## config.mk

```make
export PLATFORM = sky130hd
export DESIGN_NAME = stream_dedup
export DESIGN_NICKNAME = d
export VERILOG_FILES = /design/src/rtl/stream_dedup.sv
export SDC_FILE = /design/constraint.sdc
export NUM_CORES = 1
export LEC_CHECK = 0
export BUFFER_PORTS_ARGS = -buffer_cell sky130_fd_sc_hd__buf_2
export CORE_UTILIZATION = 40
export DETAILED_ROUTE_END_ITERATION = 6
export MAX_ROUTING_LAYER = met4
export PLACE_DENSITY = 0.66
export SLEW_MARGIN = 30
export SYNTH_ARGS = -nofsm -noshare
export SYNTH_HDL_FRONTEND = slang
export SYNTH_SLANG_ARGS = --single-unit
```

## constraint.sdc

```tcl
create_clock -name clk -period 10.2 [get_ports clk]
set_input_delay 0.51 -clock clk [delete_from_list [all_inputs] [get_ports clk]]
set_output_delay 0.51 -clock clk [all_outputs]
set_load 0.05 [all_outputs]
```

## src/rtl/stream_dedup.sv

```systemverilog
// stream_dedup: streaming duplicate filter with a FIFO-replaced history CAM.
// Each accepted element is looked up against the last DEPTH distinct values
// and tagged unique/duplicate with a saturating per-entry hit count.
// Optional macro STREAM_DEDUP_DROP_EN: duplicates update the table and
// dup_cnt but are never forwarded to the output register.
module stream_dedup #(
  parameter int WIDTH  = 8,
  parameter int DEPTH  = 8,
  parameter int CNT_W  = 4,
  parameter int STAT_W = 16
) (
  input  logic                       clk,
  input  logic                       rst,
  input  logic                       clr,
  input  logic                       in_valid,
  output logic                       in_ready,
  input  logic [WIDTH-1:0]           in_data,
  output logic                       out_valid,
  input  logic                       out_ready,
  output logic [WIDTH-1:0]           out_data,
  output logic                       out_dup,
  output logic [CNT_W-1:0]           out_hits,
  output logic [$clog2(DEPTH+1)-1:0] tbl_count,
  output logic [STAT_W-1:0]          uniq_cnt,
  output logic [STAT_W-1:0]          dup_cnt
);

  localparam int PTR_W = $clog2(DEPTH);
  localparam int TC_W  = $clog2(DEPTH+1);
  localparam logic [PTR_W-1:0]  PTR_LAST = PTR_W'(DEPTH-1);
  localparam logic [TC_W-1:0]   TC_FULL  = TC_W'(DEPTH);
  localparam logic [CNT_W-1:0]  CNT_MAX  = '1;
  localparam logic [STAT_W-1:0] STAT_MAX = '1;
`ifdef STREAM_DEDUP_DROP_EN
  localparam bit DROP = 1'b1;
`else
  localparam bit DROP = 1'b0;
`endif

  logic [DEPTH-1:0]       match;
  logic [DEPTH*CNT_W-1:0] hits_flat;
  logic [PTR_W-1:0]       wr_ptr_reg;
  logic                   accept;
  logic                   hit;
  logic                   load;
  logic [CNT_W-1:0]       old_hits;
  logic [CNT_W-1:0]       new_hits;

  // A held output blocks input; clr also blocks input for its cycle.
  assign in_ready = !clr && (!out_valid || out_ready);
  assign accept   = in_valid && in_ready;
  assign hit      = |match;
  assign new_hits = (old_hits == CNT_MAX) ? CNT_MAX : old_hits + CNT_W'(1);
  // Dropped duplicates are consumed but never occupy the output stage.
  assign load     = accept && !(DROP && hit);

  generate
    for (genvar gi = 0; gi < DEPTH; gi++) begin : g_entry
      logic [WIDTH-1:0] data_reg;
      logic             valid_reg;
      logic [CNT_W-1:0] hits_reg;

      assign match[gi] = valid_reg && (data_reg == in_data);
      assign hits_flat[gi*CNT_W +: CNT_W] = hits_reg;

      // Entry update: fill on a miss at wr_ptr, bump hit count on a match.
      always_ff @(posedge clk or posedge rst) begin
        if (rst) begin
          data_reg  <= '0;
          valid_reg <= 1'b0;
          hits_reg  <= '0;
        end else if (clr) begin
          valid_reg <= 1'b0;
        end else if (accept) begin
          if (!hit && wr_ptr_reg == PTR_W'(gi)) begin
            data_reg  <= in_data;
            valid_reg <= 1'b1;
            hits_reg  <= '0;
          end else if (match[gi]) begin
            hits_reg <= new_hits;
          end
        end
      end
    end
  endgenerate

  // Select the matching entry's count; at most one entry can match.
  always_comb begin
    old_hits = '0;
    for (int i = 0; i < DEPTH; i++) begin
      if (match[i]) old_hits = old_hits | hits_flat[i*CNT_W +: CNT_W];
    end
  end

  // Write pointer, occupancy and saturating statistics.
  always_ff @(posedge clk or posedge rst) begin
    if (rst) begin
      wr_ptr_reg <= '0;
      tbl_count  <= '0;
      uniq_cnt   <= '0;
      dup_cnt    <= '0;
    end else if (clr) begin
      wr_ptr_reg <= '0;
      tbl_count  <= '0;
      uniq_cnt   <= '0;
      dup_cnt    <= '0;
    end else if (accept) begin
      if (hit) begin
        if (dup_cnt != STAT_MAX) dup_cnt <= dup_cnt + STAT_W'(1);
      end else begin
        wr_ptr_reg <= (wr_ptr_reg == PTR_LAST) ? '0 : wr_ptr_reg + PTR_W'(1);
        if (tbl_count != TC_FULL) tbl_count <= tbl_count + TC_W'(1);
        if (uniq_cnt != STAT_MAX) uniq_cnt <= uniq_cnt + STAT_W'(1);
      end
    end
  end

  // Single output stage; clr leaves a pending element to finish its handshake.
  always_ff @(posedge clk or posedge rst) begin
    if (rst) begin
      out_valid <= 1'b0;
      out_data  <= '0;
      out_dup   <= 1'b0;
      out_hits  <= '0;
    end else if (load) begin
      out_valid <= 1'b1;
      out_data  <= in_data;
      out_dup   <= hit;
      out_hits  <= hit ? new_hits : '0;
    end else if (out_ready) begin
      out_valid <= 1'b0;
    end
  end

endmodule

```

==> qor.tcl <==
set qor(power_leakage_nw) 4.27
set qor(die-area_um2) 20600
set qor(pwr-share-seq_pct) 44.6
set qor(critical_path_cell_by_cell) {buf_2, xor2_1, nor4_1, nand4_1, o2111a_1, o2111ai_1, ha_1, a31oi_1, o21ai_0}
set qor(max-clock-path-buffers) 2
set qor(regToRegSetupSlack_ps) 7060
set qor(critical_path.startpoint_type) {primary input}
set qor(path_delay_family) {compound AO/OA/AOI/OAI gates}
set qor(syn_area_per_cell_um2) 11.3
set qor(num_io_pins) 64
set qor(htreeDepth) 4
set qor(routed_vias) 5299
set qor(hpwlAfterDp_mm) 11.6
set qor(ctsHoldBuffers) 0
set qor(hold_viol) 0
set qor(top_cell_type_by_total_area_after_synthesis) {sky130_fd_sc_hd__dfrtp_1}
set qor(totalNegativeSetupSlack_ps) 0
set qor(detail_route.vias_per_cell) 5.15
set qor(largest_register_ffs) 64
set qor(critPathArrivalTime_ps) 3410
set qor(utilization_pct) 46.0
set qor(slew-limit-headroom_pct) 34.6
set qor(netSwitchingFraction_pct) 25.7
set qor(ratio_of_cells_with_drive_above_1_in_the_final_layout_pct) 24.8
set qor(netlist_instances) 707
set qor(drt-wirelength-per-cell_um) 17.0
set qor(clock_pin_slew_on_the_worst_setup_and_hold_paths_ps) 60
set qor(drt-initial-drc-count) 311
set qor(gpl.final_weighted_congestion) 0.878
set qor(hold_path.class) {in -> async}
set qor(initial_core_util_pct) 40.9
set qor(tightest_slew_ps) 976
set qor(grt_pass1_wl_mm) 28.2
set qor(dpl_worst_slack_ps) 6620
set qor(num_rows) 51
set qor(totalWireLength_mm) 17.4
set qor(power_frac_clock_pct) 43.7
set qor(fin_nets) 774
set qor(detailedRoute.firstPassIterationCount) 5
set qor(finalSetupViolations) 0
set qor(fin_crit_sh_pct) 30.9
set qor(yosys_most_used_dff) {sky130_fd_sc_hd__dfrtp_1}
set qor(yosys_top_cell_area_share_pct) 49.1
set qor(numClockSinks) 157
set qor(area_delta_synth_final_pct) 12.3
set qor(async_flop_share_pct) 100
set qor(final-max-slew-violation-count) 0
set qor(initial_antenna_violation_count) 0
set qor(critical-path-max-stage-delay_ps) 610
set qor(cts_root_buf) {sky130_fd_sc_hd__clkbuf_16}
set qor(max-cap-violations) 0
set qor(synth_edf_count) 0
set qor(clock-skew-final_ps) 7.43
set qor(clock.fmax_ghz) 0.318
set qor(critical_path.slowest_cell) {sky130_fd_sc_hd__nor4_1}
set qor(via_count_of_the_first_global_routing_pass) 5161
set qor(critPathKind) {in -> reg}
set qor(power-per-cell-area_nw_per_um2) 173
set qor(cts_tree) {yes}
set qor(critical_path.n_buffers_inverters) 1
set qor(synth_cell_types) 51
set qor(cell_internal_pwr_mw) 1.15
set qor(port_buffers) 63
set qor(run_status) {finished, final reports clean}
set qor(number_of_setup_buffers_added_after_cts) 0
set qor(peakVddDrop_mv) 0.101
set qor(mappedNetlistArea_um2) 8000
set qor(yosys.cell_count.top_type) {sky130_fd_sc_hd__dfrtp_1}
set qor(drc_errors) 0
set qor(fill_cells) 1842
set qor(largest_fanout_on_the_critical_path) 17
set qor(design.core.area_um2) 19500
set qor(cts_repair_resize_count) 0
set qor(total_power_mw) 1.55
set qor(diodes) 0
set qor(critical_path.endpoint_type) {flip-flop}
set qor(globalRouteTotalUtil_pct) 18.9
set qor(netlist_top_cells_area) {sky130_fd_sc_hd__dfrtp_1, sky130_fd_sc_hd__xor2_1, sky130_fd_sc_hd__mux2_4, sky130_fd_sc_hd__mux2_2, sky130_fd_sc_hd__nand3_1}
set qor(number_of_nets_still_failing_antenna_checks_after_routing) 0
set qor(cts_bufs_inserted) 17
set qor(power.net_switching_uw) 398
set qor(yosys_warn_count) 0
set qor(synth_fp_nets) 731
set qor(rsz0062_at_grt) {false}
set qor(post_layout_min_period_ps) 3150
set qor(dieHeight_um) 143
set qor(synth_top_cells_by_count) {sky130_fd_sc_hd__dfrtp_1, sky130_fd_sc_hd__xor2_1, sky130_fd_sc_hd__nand3_1, sky130_fd_sc_hd__nand2_1, sky130_fd_sc_hd__nor2_1}
set qor(synth.ff_latch_count) 157
set qor(final_critical_path_setup_slack_ps) 7050
set qor(grt_start_max_net_pins) 82
set qor(ys_seq_area_share_pct) 49.1
set qor(timing.critical_path.required_ps) 10460
set qor(grt.overflow.total) 0
set qor(worst_skew_pair.late_latency_ps) 420
set qor(comb_power_share_pct) 11.7
set qor(die_w_um) 143
final cells by class:
class	instances	area (um2)	area share, %
Clock inverter	13	189	2.10
Inverter	24	95.1	1.06
Multi-Input combinational cell	485	3660	40.7
Clock buffer	19	443	4.93
Tap cell	265	332	3.69
Timing Repair Buffer	65	334	3.72
Sequential cell	157	3930	43.8
power groups by stage:
stage | clock, mW | sequential, mW | combinational (mW)
CTS | 0.692 | 0.692 | 0.185
floorplan | 0 | 0.723 | 0.126
global placement | 0 | 0.701 | 0.183
global route | 0.719 | 0.696 | 0.198
detailed placement | 0 | 0.702 | 0.184
finish | 0.679 | 0.692 | 0.182
worst reg2reg max path, cell delays in order, from the launching register on:
cell and delay, ps:
sky130_fd_sc_hd__dfrtp_1 380, sky130_fd_sc_hd__xor2_1 150, sky130_fd_sc_hd__nor4_1 620, sky130_fd_sc_hd__nand4_1 290
sky130_fd_sc_hd__o2111a_1 310, sky130_fd_sc_hd__o2111ai_1 140, sky130_fd_sc_hd__ha_1 280, sky130_fd_sc_hd__a31oi_1 610
sky130_fd_sc_hd__o21ai_0 220
cell families after synthesis:
group	count (synthesis)	share of synthesized area (%)
AOI/OAI and AO/OA	73	5.48
adders and majority gates	11	1.72
muxes	71	11.5
xor gates and xnor gates	91	9.97
and+or+nand+nor	239	17.1
buffers and inverters	65	5.10
DFF	157	49.1
per-layer routing:
layer	global-route usage (%)	vias up	wire length, um
met4	6.77	0	362
met2	28.2	107	8150
met1	25.3	2632	8300
met5	-	-	0
met3	3.97	21	623
li1	-	2539	-
metrics by stage:
stage	area [um2]	hold slack [ps]	std cells
2_1_floorplan	8000	460	707
3_3_place_gp	8340	458	996
3_5_place_dp	8350	458	996
4_1_cts	8980	257	1028
5_1_grt	8980	291	1028
6_report	8980	231	1028
final timing paths:
path,end,from,cells after the start
min reg2reg,out_data[2],out_data[2],2
max in group asynchronous,dup_cnt[11],rst,3
min in group clk,out_valid,out_ready,3
max reg2reg,g_entry[3].hits_reg[1],g_entry[5].data_reg[4],8
min,g_entry[1].data_reg[6],rst,2
max,g_entry[3].hits_reg[1],in_data[4],9
cells in the final DEF (no fill, tap or decap), types with 7 or more instances in the layout:
master and instances:
sky130_fd_sc_hd__o21ai_1 7, sky130_fd_sc_hd__nor3_1 10, sky130_fd_sc_hd__nand4_1 30, sky130_fd_sc_hd__xor2_1 66, sky130_fd_sc_hd__mux2_4 30, sky130_fd_sc_hd__dfrtp_1 157, sky130_fd_sc_hd__inv_1 23, sky130_fd_sc_hd__nand3_1 49
sky130_fd_sc_hd__buf_2 63, sky130_fd_sc_hd__and3_1 9, sky130_fd_sc_hd__nor2_1 47, sky130_fd_sc_hd__clkbuf_16 17, sky130_fd_sc_hd__ha_1 11, sky130_fd_sc_hd__o21ai_0 42, sky130_fd_sc_hd__xnor2_1 25, sky130_fd_sc_hd__nand2_1 48
sky130_fd_sc_hd__mux2_2 34
Note: power is estimated with default switching activity, not from simulation.
